===== src/rtl/output_reporter_pkg.sv =====
// Shared constants and FSM encoding for the redstone output reporter.
// Latency: n/a (declarations only).
// Backpressure: n/a.
package output_reporter_pkg;

  // First byte of every frame, lets the receiver find frame alignment.
  localparam logic [7:0] HDR_BYTE    = 8'hA5;
  localparam int         FRAME_BYTES = 3;
  localparam logic [1:0] LAST_BYTE   = 2'(FRAME_BYTES - 1);

  typedef enum logic [1:0] {
    ST_IDLE  = 2'd0,
    ST_START = 2'd1,
    ST_DATA  = 2'd2,
    ST_STOP  = 2'd3
  } tx_state_t;

endpackage


===== src/rtl/output_reporter_uart_tx_byte.sv =====
// 8N1 byte serializer: start bit, 8 data bits LSB first, stop bit, DIV cycles each.
// Latency: tx goes low on the edge that samples start (from IDLE or at stop-bit end).
// Backpressure: start is only honoured in IDLE or on the done cycle; otherwise ignored.
module uart_tx_byte
  import output_reporter_pkg::*;
#(
  parameter int DIV = 434
) (
  input  logic      clk,
  input  logic      rst_n,
  input  logic      start,
  input  logic [7:0] data,
  output logic      done,
  output logic      tx,
  output tx_state_t state
);

  localparam int            CW       = (DIV > 2) ? $clog2(DIV) : 1;
  localparam logic [CW-1:0] DIV_LAST = CW'(DIV - 1);

  logic [CW-1:0] div_cnt;
  logic [2:0]    bit_cnt;
  logic [7:0]    shift_q;
  logic          bit_end;

  assign bit_end = (div_cnt == DIV_LAST);
  // done is asserted in the final cycle of the stop bit so a follow-on byte
  // can be started on the same edge with no idle gap.
  assign done    = (state == ST_STOP) && bit_end;

  // Bit sequencer: divider, bit counter, shift register and registered line.
  always_ff @(posedge clk or negedge rst_n) begin
    if (!rst_n) begin
      state   <= ST_IDLE;
      div_cnt <= '0;
      bit_cnt <= '0;
      shift_q <= '0;
      tx      <= 1'b1;
    end else begin
      if (state != ST_IDLE) begin
        div_cnt <= bit_end ? '0 : div_cnt + 1'b1;
      end
      case (state)
        ST_IDLE: begin
          if (start) begin
            state   <= ST_START;
            shift_q <= data;
            div_cnt <= '0;
            tx      <= 1'b0;
          end
        end
        ST_START: begin
          if (bit_end) begin
            state   <= ST_DATA;
            bit_cnt <= '0;
            tx      <= shift_q[0];
          end
        end
        ST_DATA: begin
          if (bit_end) begin
            if (bit_cnt == 3'd7) begin
              state <= ST_STOP;
              tx    <= 1'b1;
            end else begin
              bit_cnt <= bit_cnt + 3'd1;
              shift_q <= {1'b0, shift_q[7:1]};
              tx      <= shift_q[1];
            end
          end
        end
        ST_STOP: begin
          if (bit_end) begin
            if (start) begin
              state   <= ST_START;
              shift_q <= data;
              tx      <= 1'b0;
            end else begin
              state <= ST_IDLE;
            end
          end
        end
        default: begin
          state <= ST_IDLE;
          tx    <= 1'b1;
        end
      endcase
    end
  end

endmodule


===== src/rtl/output_reporter.sv =====
// Reports changes of the redstone output vector as 3-byte UART frames (A5, lo, hi).
// Latency: trigger in cycle n -> pending at n+1 -> start bit on o_tx at n+2.
// Backpressure: none; triggers while busy overwrite the single pending slot (o_overflow).
module output_reporter
  import output_reporter_pkg::*;
#(
  parameter int CLK_HZ = 50_000_000,
  parameter int BAUD   = 115200,
  parameter int N_OUT  = 10
) (
  input  logic             i_clk,
  input  logic             i_rst_n,
  input  logic [N_OUT-1:0] i_outputs,
  input  logic             i_sample,
  input  logic             i_force,
  output logic             o_tx,
  output logic             o_busy,
  output logic             o_overflow
);

  localparam int DIV = CLK_HZ / BAUD;

  if (DIV < 2) begin : g_bad_div
    $error("output_reporter: CLK_HZ/BAUD must be at least 2");
  end
  if (N_OUT < 9 || N_OUT > 16) begin : g_bad_width
    $error("output_reporter: N_OUT must be in 9..16");
  end

  logic [1:0]       rst_sync;
  logic             rst_n;
  logic [N_OUT-1:0] sync_q1;
  logic [N_OUT-1:0] snap;
  logic [N_OUT-1:0] last_reported;
  logic [N_OUT-1:0] pending_q;
  logic             pending_vld;
  logic [N_OUT-1:0] frame_q;
  logic [1:0]       byte_idx;
  logic             trigger;
  logic             frame_start;
  logic             tx_start;
  logic             tx_done;
  logic [7:0]       tx_data;
  logic [7:0]       hi_byte;
  tx_state_t        tx_state;

  // Reset bridge: assert immediately, release two edges later on i_clk.
  always_ff @(posedge i_clk or negedge i_rst_n) begin
    if (!i_rst_n) rst_sync <= '0;
    else          rst_sync <= {rst_sync[0], 1'b1};
  end
  assign rst_n = rst_sync[1];

  // Two-flop synchronizer for the asynchronous output vector.
  always_ff @(posedge i_clk or negedge rst_n) begin
    if (!rst_n) begin
      sync_q1 <= '0;
      snap    <= '0;
    end else begin
      sync_q1 <= i_outputs;
      snap    <= sync_q1;
    end
  end

  // A force (alone or together with sample) always reports; a sample only on change.
  assign trigger     = i_force || (i_sample && (snap != last_reported));
  assign frame_start = (tx_state == ST_IDLE) && pending_vld;

  assign hi_byte  = 8'(frame_q[N_OUT-1:8]);
  assign tx_data  = frame_start ? HDR_BYTE : ((byte_idx == 2'd0) ? frame_q[7:0] : hi_byte);
  assign tx_start = frame_start || (tx_done && (byte_idx != LAST_BYTE));

  // Pending slot: newest trigger wins, overwriting an unsent different value is flagged.
  always_ff @(posedge i_clk or negedge rst_n) begin
    if (!rst_n) begin
      pending_q   <= '0;
      pending_vld <= 1'b0;
      o_overflow  <= 1'b0;
    end else if (trigger) begin
      pending_q   <= snap;
      pending_vld <= 1'b1;
      if (pending_vld && !frame_start && (snap != pending_q)) o_overflow <= 1'b1;
    end else if (frame_start) begin
      pending_vld <= 1'b0;
    end
  end

  // Frame register and byte index; the frame register only loads between frames.
  always_ff @(posedge i_clk or negedge rst_n) begin
    if (!rst_n) begin
      frame_q       <= '0;
      last_reported <= '0;
      byte_idx      <= '0;
    end else if (frame_start) begin
      frame_q       <= pending_q;
      last_reported <= pending_q;
      byte_idx      <= '0;
    end else if (tx_done && (byte_idx != LAST_BYTE)) begin
      byte_idx <= byte_idx + 2'd1;
    end
  end

  uart_tx_byte #(
    .DIV (DIV)
  ) u_tx (
    .clk   (i_clk),
    .rst_n (rst_n),
    .start (tx_start),
    .data  (tx_data),
    .done  (tx_done),
    .tx    (o_tx),
    .state (tx_state)
  );

  assign o_busy = (tx_state != ST_IDLE);

endmodule


===== config.mk =====
export PLATFORM = sky130hd
export DESIGN_NAME = output_reporter
export DESIGN_NICKNAME = d
export VERILOG_FILES = /design/src/rtl/output_reporter_pkg.sv /design/src/rtl/output_reporter_uart_tx_byte.sv /design/src/rtl/output_reporter.sv
export SDC_FILE = /design/constraint.sdc
export NUM_CORES = 1
export LEC_CHECK = 0
export CORE_ASPECT_RATIO = 0.5
export CORE_UTILIZATION = 56
export CTS_BUF_LIST = sky130_fd_sc_hd__clkbuf_8
export DETAILED_ROUTE_END_ITERATION = 7
export PLACE_DENSITY = 0.75
export RECOVER_POWER = 25
export SYNTH_ARGS = -nofsm -noshare
export SYNTH_HDL_FRONTEND = slang
export SYNTH_SLANG_ARGS = --single-unit
export TNS_END_PERCENT = 10

===== constraint.sdc =====
create_clock -name i_clk -period 2.5 [get_ports i_clk]
set_input_delay 0.75 -clock i_clk [delete_from_list [all_inputs] [get_ports i_clk]]
set_output_delay 0.75 -clock i_clk [all_outputs]
set_load 0.01 [all_outputs]

==> results of run 1 <==
[worst register-to-register path, delay by kind of cell, from the launching register on]
family,cells,cell delay [ns]
simple gates,2,0.51
compound gates,1,0.48
mux,1,0.39
flops,1,0.37
fa+ha+maj,1,0.21
buf+inv,1,0.14
[kinds of logic (layout without fill, tap and decap cells)]
family | after synthesis | in the layout | synth area share
xor+xnor | 23 | 23 | 0.06351
fa+ha+maj | 12 | 12 | 0.04734
compound gates | 47 | 47 | 0.09625
other cells | 1 | 1 | 0.001182
simple gates | 97 | 97 | 0.1432
buf+inv | 20 | 49 | 0.02367
flops | 69 | 69 | 0.5448
mux | 23 | 23 | 0.08008
[where the power goes]
| part | switching [mW] | internal [mW] | total, mW | leakage (nW) |
|---|---|---|---|---|
| logic | 0.0317 | 0.0452 | 0.0769 | 0.738 |
| clock network | 0.420 | 0.487 | 0.907 | 0.104 |
| registers | 0.0344 | 1.15 | 1.18 | 0.795 |
[state kept, by name, indices dropped and copies added (netlist names)]
register,cells
u_tx.shift_q,8
rst_sync,2
pending_vld,1
o_overflow,1
snap,10
u_tx.tx,1
sync_q1,10
frame_q,10
u_tx.state,2
u_tx.div_cnt,9
u_tx.bit_cnt,3
byte_idx,2
pending_q,10
[routing by layer]
| metal | up-vias | GRT usage |
|---|---|---|
| met4 | 0 | 0.07722 |
| met2 | 51 | 0.3544 |
| met1 | 1080 | 0.3013 |
| met3 | 12 | 0.09327 |
| li1 | 1055 | - |
| met5 | - | 0 |
[area by class of cell]
| class | count | area, um2 |
|---|---|---|
| Clock inverter | 6 | 63.81 |
| Multi-Input combinational cell | 203 | 1381 |
| Sequential cell | 69 | 1728 |
| Tap cell | 70 | 87.58 |
| Timing Repair Buffer | 24 | 235.2 |
| Fill cell | 379 | 1513 |
| Clock buffer | 10 | 137.6 |
| Inverter | 9 | 33.78 |
[cell usage after synthesis (2+ instances only)]
cell      instances  share of area
mux2i_1           4          0.013
dfrtp_1          68           0.54
nand3_1           7          0.011
nor4_1            6          0.012
a21o_1            2         0.0047
o31ai_1           2         0.0047
nand2_1          56          0.066
o21ai_0          18          0.028
nor3_1            5         0.0079
ha_1             12          0.047
mux2_1            4          0.014
nor2_1           10          0.012
nand4_1           2         0.0039
inv_1             9          0.011
a22oi_1           2         0.0047
a211oi_1          2         0.0047
a31oi_1           3         0.0059
clkbuf_1         11          0.013
and3_1            2         0.0039
a22o_1            3         0.0083
xor2_1           18          0.050
mux2_2           15          0.053
xnor2_1           5          0.014
a21oi_1           8          0.013
[stage by stage]
| stage | hold WS [ns] | setup WS, ns |
|---|---|---|
| CTS | 0.3536 | 0.02445 |
| floorplan | 0.3312 | 0.2015 |
| global placement | 0.3325 | 0.2909 |
| detailed placement | 0.3355 | 0.2156 |
| finish | 0.3517 | 0.2879 |
| global route | 0.3565 | 0.1254 |
[path summary, 6_finish.rpt]
path                            cells past startpoint  slack (ns)              end
worst max register to register                      6        0.29  u_tx.shift_q[1]
worst min-delay path                                0        0.35          snap[8]
worst max-delay path                                6        0.29  u_tx.shift_q[1]
worst min register to register                      0        0.35          snap[8]
max in group asynchronous                           1        1.02          u_tx.tx
min in group asynchronous                           0        0.59       sync_q1[9]
[timing repair]
action,CTS,global route
cloned,0,0
setup buffers,2,0
endpoints found under the hold margin,0,0
pin swaps,0,0
gates resized for setup,2,2
setup endpoints to repair,1,1
==> run summary, run 1 <==
The clock-pin transition on the worst setup and hold timing paths is 0.07 ns, and the cell area after synthesis is 0.003172 mm2. STA puts the critical path data arrival time at 2.44 ns. The flow ran to the end, and the final reports show no timing, DRC or antenna violations.

The final period utilization is 0.8849. The count of input and output buffers came out at 16. The final standard cell count with taps included and fillers excluded was 391. The worst setup path is of the reg2reg kind.

The primary flip-flop cell chosen by synthesis mapping was dfrtp_1. The post-route antenna net violation count was 0. Post-detailed-route DRC marker count: 0. Tracing the worst setup path back leads to its startpoint at u_tx.state[0]. In this run the most critical hold path is launched from sync_q1[8]. The standby leakage power is 1.637 nW, and the synthesized flop and latch total is 69. Yosys printed 0 warnings. Counting the buffers created by CTS gives 9.

Summing all placed instances gives a cell area of 0.003437 mm2. In this run, synthesis inferred 0 flip-flops with an integrated enable. On the critical path, the stage with the largest delay is an instance of a211oi_4.

The tools report the via count of the first global-routing pass as 2206. Traced cell by cell, the critical path runs through buf_4, ha_1, nor2b_1, nand3_2, a211oi_4, mux2_2. The routed design could run at a clock period as short as 2.212 ns. In this run the count of I/O pins placed on the die edge is 17.

The number of antenna diodes in the final layout is 0. Routability-driven placement congestion ratio: 0.8959. In the final routing, the length of wire on met1 measures 2824 um. For the number of endpoints with negative hold slack in the final report, the log shows 0. Worst-path maximum fanout: 8.

For the worst setup path, the data required time is 2.73 ns. The worst slew margin relative to its limit was 0.07295. Summed over all nets, wire length on met3 after detailed routing comes to 268 um. In the layout the commonest cells are dfrtp_1, nand2_1, o21ai_0, xor2_1, mux2_2. The vertical extent of the die is 55.22 um.

The run gives 42 as the number of unique standard cell types used by synthesis. In this run the critical register-to-register path is launched from u_tx.state[0]. The tools report the maximum clock rate as 452.1 MHz.

Among cell families on the critical path, the largest total delay comes from simple AND/OR/NAND/NOR gates. With fillers left out, the area of the finished cells amounts to 0.003667 mm2. The biggest cell delay along the critical path works out to 0.48 ns.

After detailed placement, the design holds a cell count of 373. For this block, the initial DRC count from the detailed router was 99. For the total number of nets in the final design, the log shows 342. The transition time of the tightest slew-check pin was 1.391 ns; the post-cts hold buffer count was 0.

The post-detailed-placement half-perimeter wirelength is 4182 um. The clock drives 69 sinks. For the number of buffers on the longest clock path, the log shows 2. Setup repair after global routing left no endpoint under its margin.

For the final worst clock skew, the log shows 0.009442 ns. For the total length of routed wires, the log shows 5994 um. Synthesis produced 292 cells. Row generation in the floorplan step produced 18 rows. The area growth from synthesis to layout came out at 15.62%.

The total routing resource utilization after global routing is 0.2317, and the sum of buffers and inverters on the critical path is 1. The highest metal layer used by the detailed router was met4. The largest vdd supply drop is 0.0005716 V. The final route contains 2198 vias. The class of the tightest hold or removal check is reg2reg. After layout, the design draws a total of 2.166 mW. Async set-or-reset flop fraction in the synthesized netlist: 1.000. After detailed routing, the average wire length per cell comes to 15.33 um. The fraction of final layout cells with drive strength greater than 1 is 0.1433. The run gives 6 as the number of detailed-route iterations in the first pass. The tree is rooted in a clkbuf_8.

The tool flagged a number of max-cap violations equal to 0. After detailed routing, the number of vias per cell comes to 5.621. The final cell utilization of the core was 0.7080; the total negative setup slack was 0 ns. The logs give 0 for the final-report max-slew violation count and 0 for the count of endpoints failing setup in the final report. Entering global routing, the biggest net connects 36 pins. TritonCTS built the clock tree. The initial core utilization is 0.6123.

The floorplan step defined a die boundary enclosing 0.005987 mm2. In this run the number of H-tree levels came out at 3. The number of nets in the synthesized netlist is 318. The clock reaches the later pin of the worst-skew pair after 0.35 ns. The die is 108.4 um wide. Kind of capture point of the worst setup path: a flop.

After detailed routing, the met2 layer carries 2792 um of wire. The tools report the share of synthesized area occupied by flip-flops and latches as 0.5448. The wire length of the first global-routing pass was 10400 um; the average footprint of a synthesized cell was 10.86 um2.

STA classifies the critical path startpoint as a flop. The initial antenna violation count is 0, and the placeable core area is 0.005180 mm2. Power spread over the standard cell area amounts to 590.6 mW/mm2.

The library cell used most frequently in the layout, excluding fill and tap cells, is dfrtp_1. The total overflow left after global routing is 0.
No activity file was read; power rests on OpenSTA's default activity.
==> run 2, diff against run 1 <==
MAX_ROUTING_LAYER = met4   (was unset)
SKIP_LAST_GASP = 1   (was unset)
SLEW_MARGIN = 20   (was unset)
==> run 2 against run 1 <==
  * Flip-flop and latch count unchanged
  * Via count rose by 0.73%
  * Sequential power is essentially flat
  * Clock skew about the same
  * Hold slack about the same
  * Routed wire length down 1.1%
  * Power fell by 0.11%
  * Clock-buffer cell count is the same
  * Sequential share of layout area unchanged
  * Combinational power barely moved
  * Clock power is essentially flat
  * Largest power group unchanged
==> run summary, run 2 (synthesis gave the netlist of run 1 again) <==
The tools report the wire length of the first global-routing pass as 10370 um (was 10400 um). The final standard cell count with taps included and fillers excluded is 391 (unchanged). The post-route antenna net violation count is 0 (unchanged). The run gives 2.164 mW (was 2.166 mW) as the total power consumption of the routed design.

Placeable core area: 0.005180 mm2 (unchanged). The final worst clock skew was 0.009744 ns (was 0.009442 ns). The number of endpoints with negative hold slack in the final report is 0 (unchanged), and the final design area excluding fillers is 0.003667 mm2 (unchanged). The run gives 2203 (was 2206) as the via count of the first global-routing pass. The tools report the launching instance or port of the critical path as u_tx.state[0] (unchanged). The run gives 3 (unchanged) as the number of H-tree levels. The final period utilization is 0.8853 (was 0.8849), and the transition time of the tightest slew-check pin is 1.392 ns (was 1.391 ns).

For the critical path data required time, the log shows 2.73 ns (about the same). The initial antenna violation count is 0 (unchanged), and the routability-driven placement congestion ratio is 0.9111 (was 0.8959). Full die area: 0.005987 mm2 (unchanged). The total power divided by cell area works out to 590.0 mW/mm2 (was 590.6 mW/mm2). The count of antenna diodes in the layout is 0 (unchanged), and the violation count after the first detailed-routing iteration is 81 (was 99). The clock tree root buffer cell was clkbuf_8 (unchanged). The post-route minimum period works out to 2.213 ns (was 2.212 ns). The biggest cell delay along the critical path was 0.48 ns (about the same).

Detailed-route wire length per cell: 15.16 um (was 15.33 um). Clock latency on the worst-skew pair: 0.35 ns (about the same). The logs give 0.0005715 V (was 0.0005716 V) for the largest vdd supply drop and 2 (unchanged) for the number of buffers on the longest clock path. The fraction of final layout cells with drive strength greater than 1 is 0.1433 (unchanged). The post-detailed-placement half-perimeter wirelength is 4182 um (unchanged), and the number of detailed-route iterations in the first pass is 5 (was 6).

The run gives 9 (unchanged) as the CTS buffer count. The class of the tightest hold or removal check was reg2reg (unchanged). Vertical extent of the die: 55.22 um (unchanged). The run gives 2.44 ns (about the same) as the arrival time of the worst setup path. The clock-pin transition on the worst setup and hold timing paths came out at 0.07 ns (about the same). The cell total after placement was 373 (unchanged); the overflow left after global routing was 0 (unchanged). The count of input and output buffers was 16 (unchanged); the total routing resource utilization after global routing was 0.2381 (was 0.2317).

The number of max-cap violations came out at 0 (unchanged). The number of top-level pins is 17 (unchanged), and the worst-path maximum fanout is 8 (unchanged). The tools report the kind of capture point of the worst setup path as a flop (unchanged). The final-report max-slew violation count came out at 0 (unchanged).

Commonest cells after routing, fill and taps aside: dfrtp_1, nand2_1, o21ai_0, xor2_1, mux2_2 (unchanged). Launching point of the worst reg2reg path: u_tx.state[0] (unchanged). The maximum clock rate was 451.8 MHz (was 452.1 MHz); the total length of routed wires was 5926 um (was 5994 um). Setup repair after global routing left no endpoint under its margin. Via count of the routed design: 2214 (was 2198). The largest net degree at the start of global routing came out at 36 (unchanged). The startpoint of the tightest hold check path is sync_q1[8] (unchanged). For the post-detailed-route DRC marker count, the log shows 0 (unchanged). The standby leakage power was 1.637 nW (unchanged); the met3 track demand over resource in global routing was 0.1039 (was 0.09327).

The flow ran to the end, and the final reports show no timing, DRC or antenna violations. The met2 usage in global routing is 0.3553 (was 0.3544), and the worst slew margin relative to its limit is 0.07217 (was 0.07295). The tools report the cell area after placement as 0.003437 mm2 (unchanged). For the total clock sinks, the log shows 69 (unchanged).

Cells along the critical path: buf_4, ha_1, nor2b_1, nand3_2, a211oi_4, mux2_2 (unchanged). The initial core utilization came out at 0.6123 (unchanged). The detail-routed via count per cell was 5.662 (was 5.621). The slowest stage cell on the critical path is a211oi_4 (unchanged). Count of endpoints failing setup in the final report: 0 (unchanged).

The most crowded layer after global routing is met2 (unchanged). The run gives 342 (unchanged) as the total number of nets in the final design. The commonest non-fill, non-tap cell in the layout was dfrtp_1 (unchanged). The final-layout worst hold slack was 0.3516 ns (was 0.3517 ns); the row count was 18 (unchanged). The area growth from synthesis to layout came out at 15.62% (unchanged). TritonCTS built the clock tree.

The width of the die was 108.4 um (unchanged). The routing usage on met1 was 0.2989 (was 0.3013); the total negative setup slack was 0 ns (unchanged). The launching element type of the critical path was a flop (unchanged). Type of the worst setup path: reg2reg (unchanged).
[run 2: cell counts in the layout (fill, tap and decap cells not counted)]
No cell type changed its count.
[run 2: power by group]
part	total (mW)	leakage, nW	internal [mW]	switching, mW
Sequential	1.18	0.795	1.15	0.0344
Clock	0.905	0.104	0.487	0.418
Combinational	0.0768	0.738	0.0452	0.0316
[run 2: metrics by stage]
stage	worst slack, ns	util
after floorplan	0.2015	-
after CTS	0.02445	0.7077
after detailed placement	0.2156	0.6635
final	0.2866	0.7080
after global placement	0.2909	0.6635
after global routing	0.1253	0.7080
[run 2: path summary, 6_finish.rpt]
path	endpoint	slack [ns]	depth (start not counted)
max in group asynchronous	u_tx.tx	1.02	1
min	snap[8]	0.35	0
max	u_tx.shift_q[1]	0.29	6
min reg2reg	snap[8]	0.35	0
min in group asynchronous	sync_q1[9]	0.59	0
max reg2reg	u_tx.shift_q[1]	0.29	6
[run 2: layout make-up]
cell class | instances | area (um2)
sequential | 69 | 1728
fill | 379 | 1513
multi-input combinational | 203 | 1381
timing repair buffer | 24 | 235.2
clock buffer | 10 | 137.6
tap | 70 | 87.58
clock inverter | 6 | 63.81
inverter | 9 | 33.78
[run 2: timing repair]
item,4_1_cts,5_1_grt
resized for setup,2,2
buffers inserted,2,0
pin swaps,0,0
endpoints found under the setup margin,1,1
hold buffers,0,0
[run 2: per-layer routing]
layer	part of all wire	routed length [um]	vias to the layer above
met3	0.049	288	11
li1	-	-	1056
met5	0	0	-
met2	0.47	2800	55
met4	0.014	85	0
met1	0.46	2751	1092
[run 2: worst max-delay path, delay by kind of cell (launching register included)]
| kind | cells | cell delay (ns) |
|---|---|---|
| fa+ha+maj | 1 | 0.21 |
| simple gates | 2 | 0.51 |
| mux | 1 | 0.39 |
| compound gates | 1 | 0.48 |
| flops | 1 | 0.38 |
| buf+inv | 1 | 0.14 |
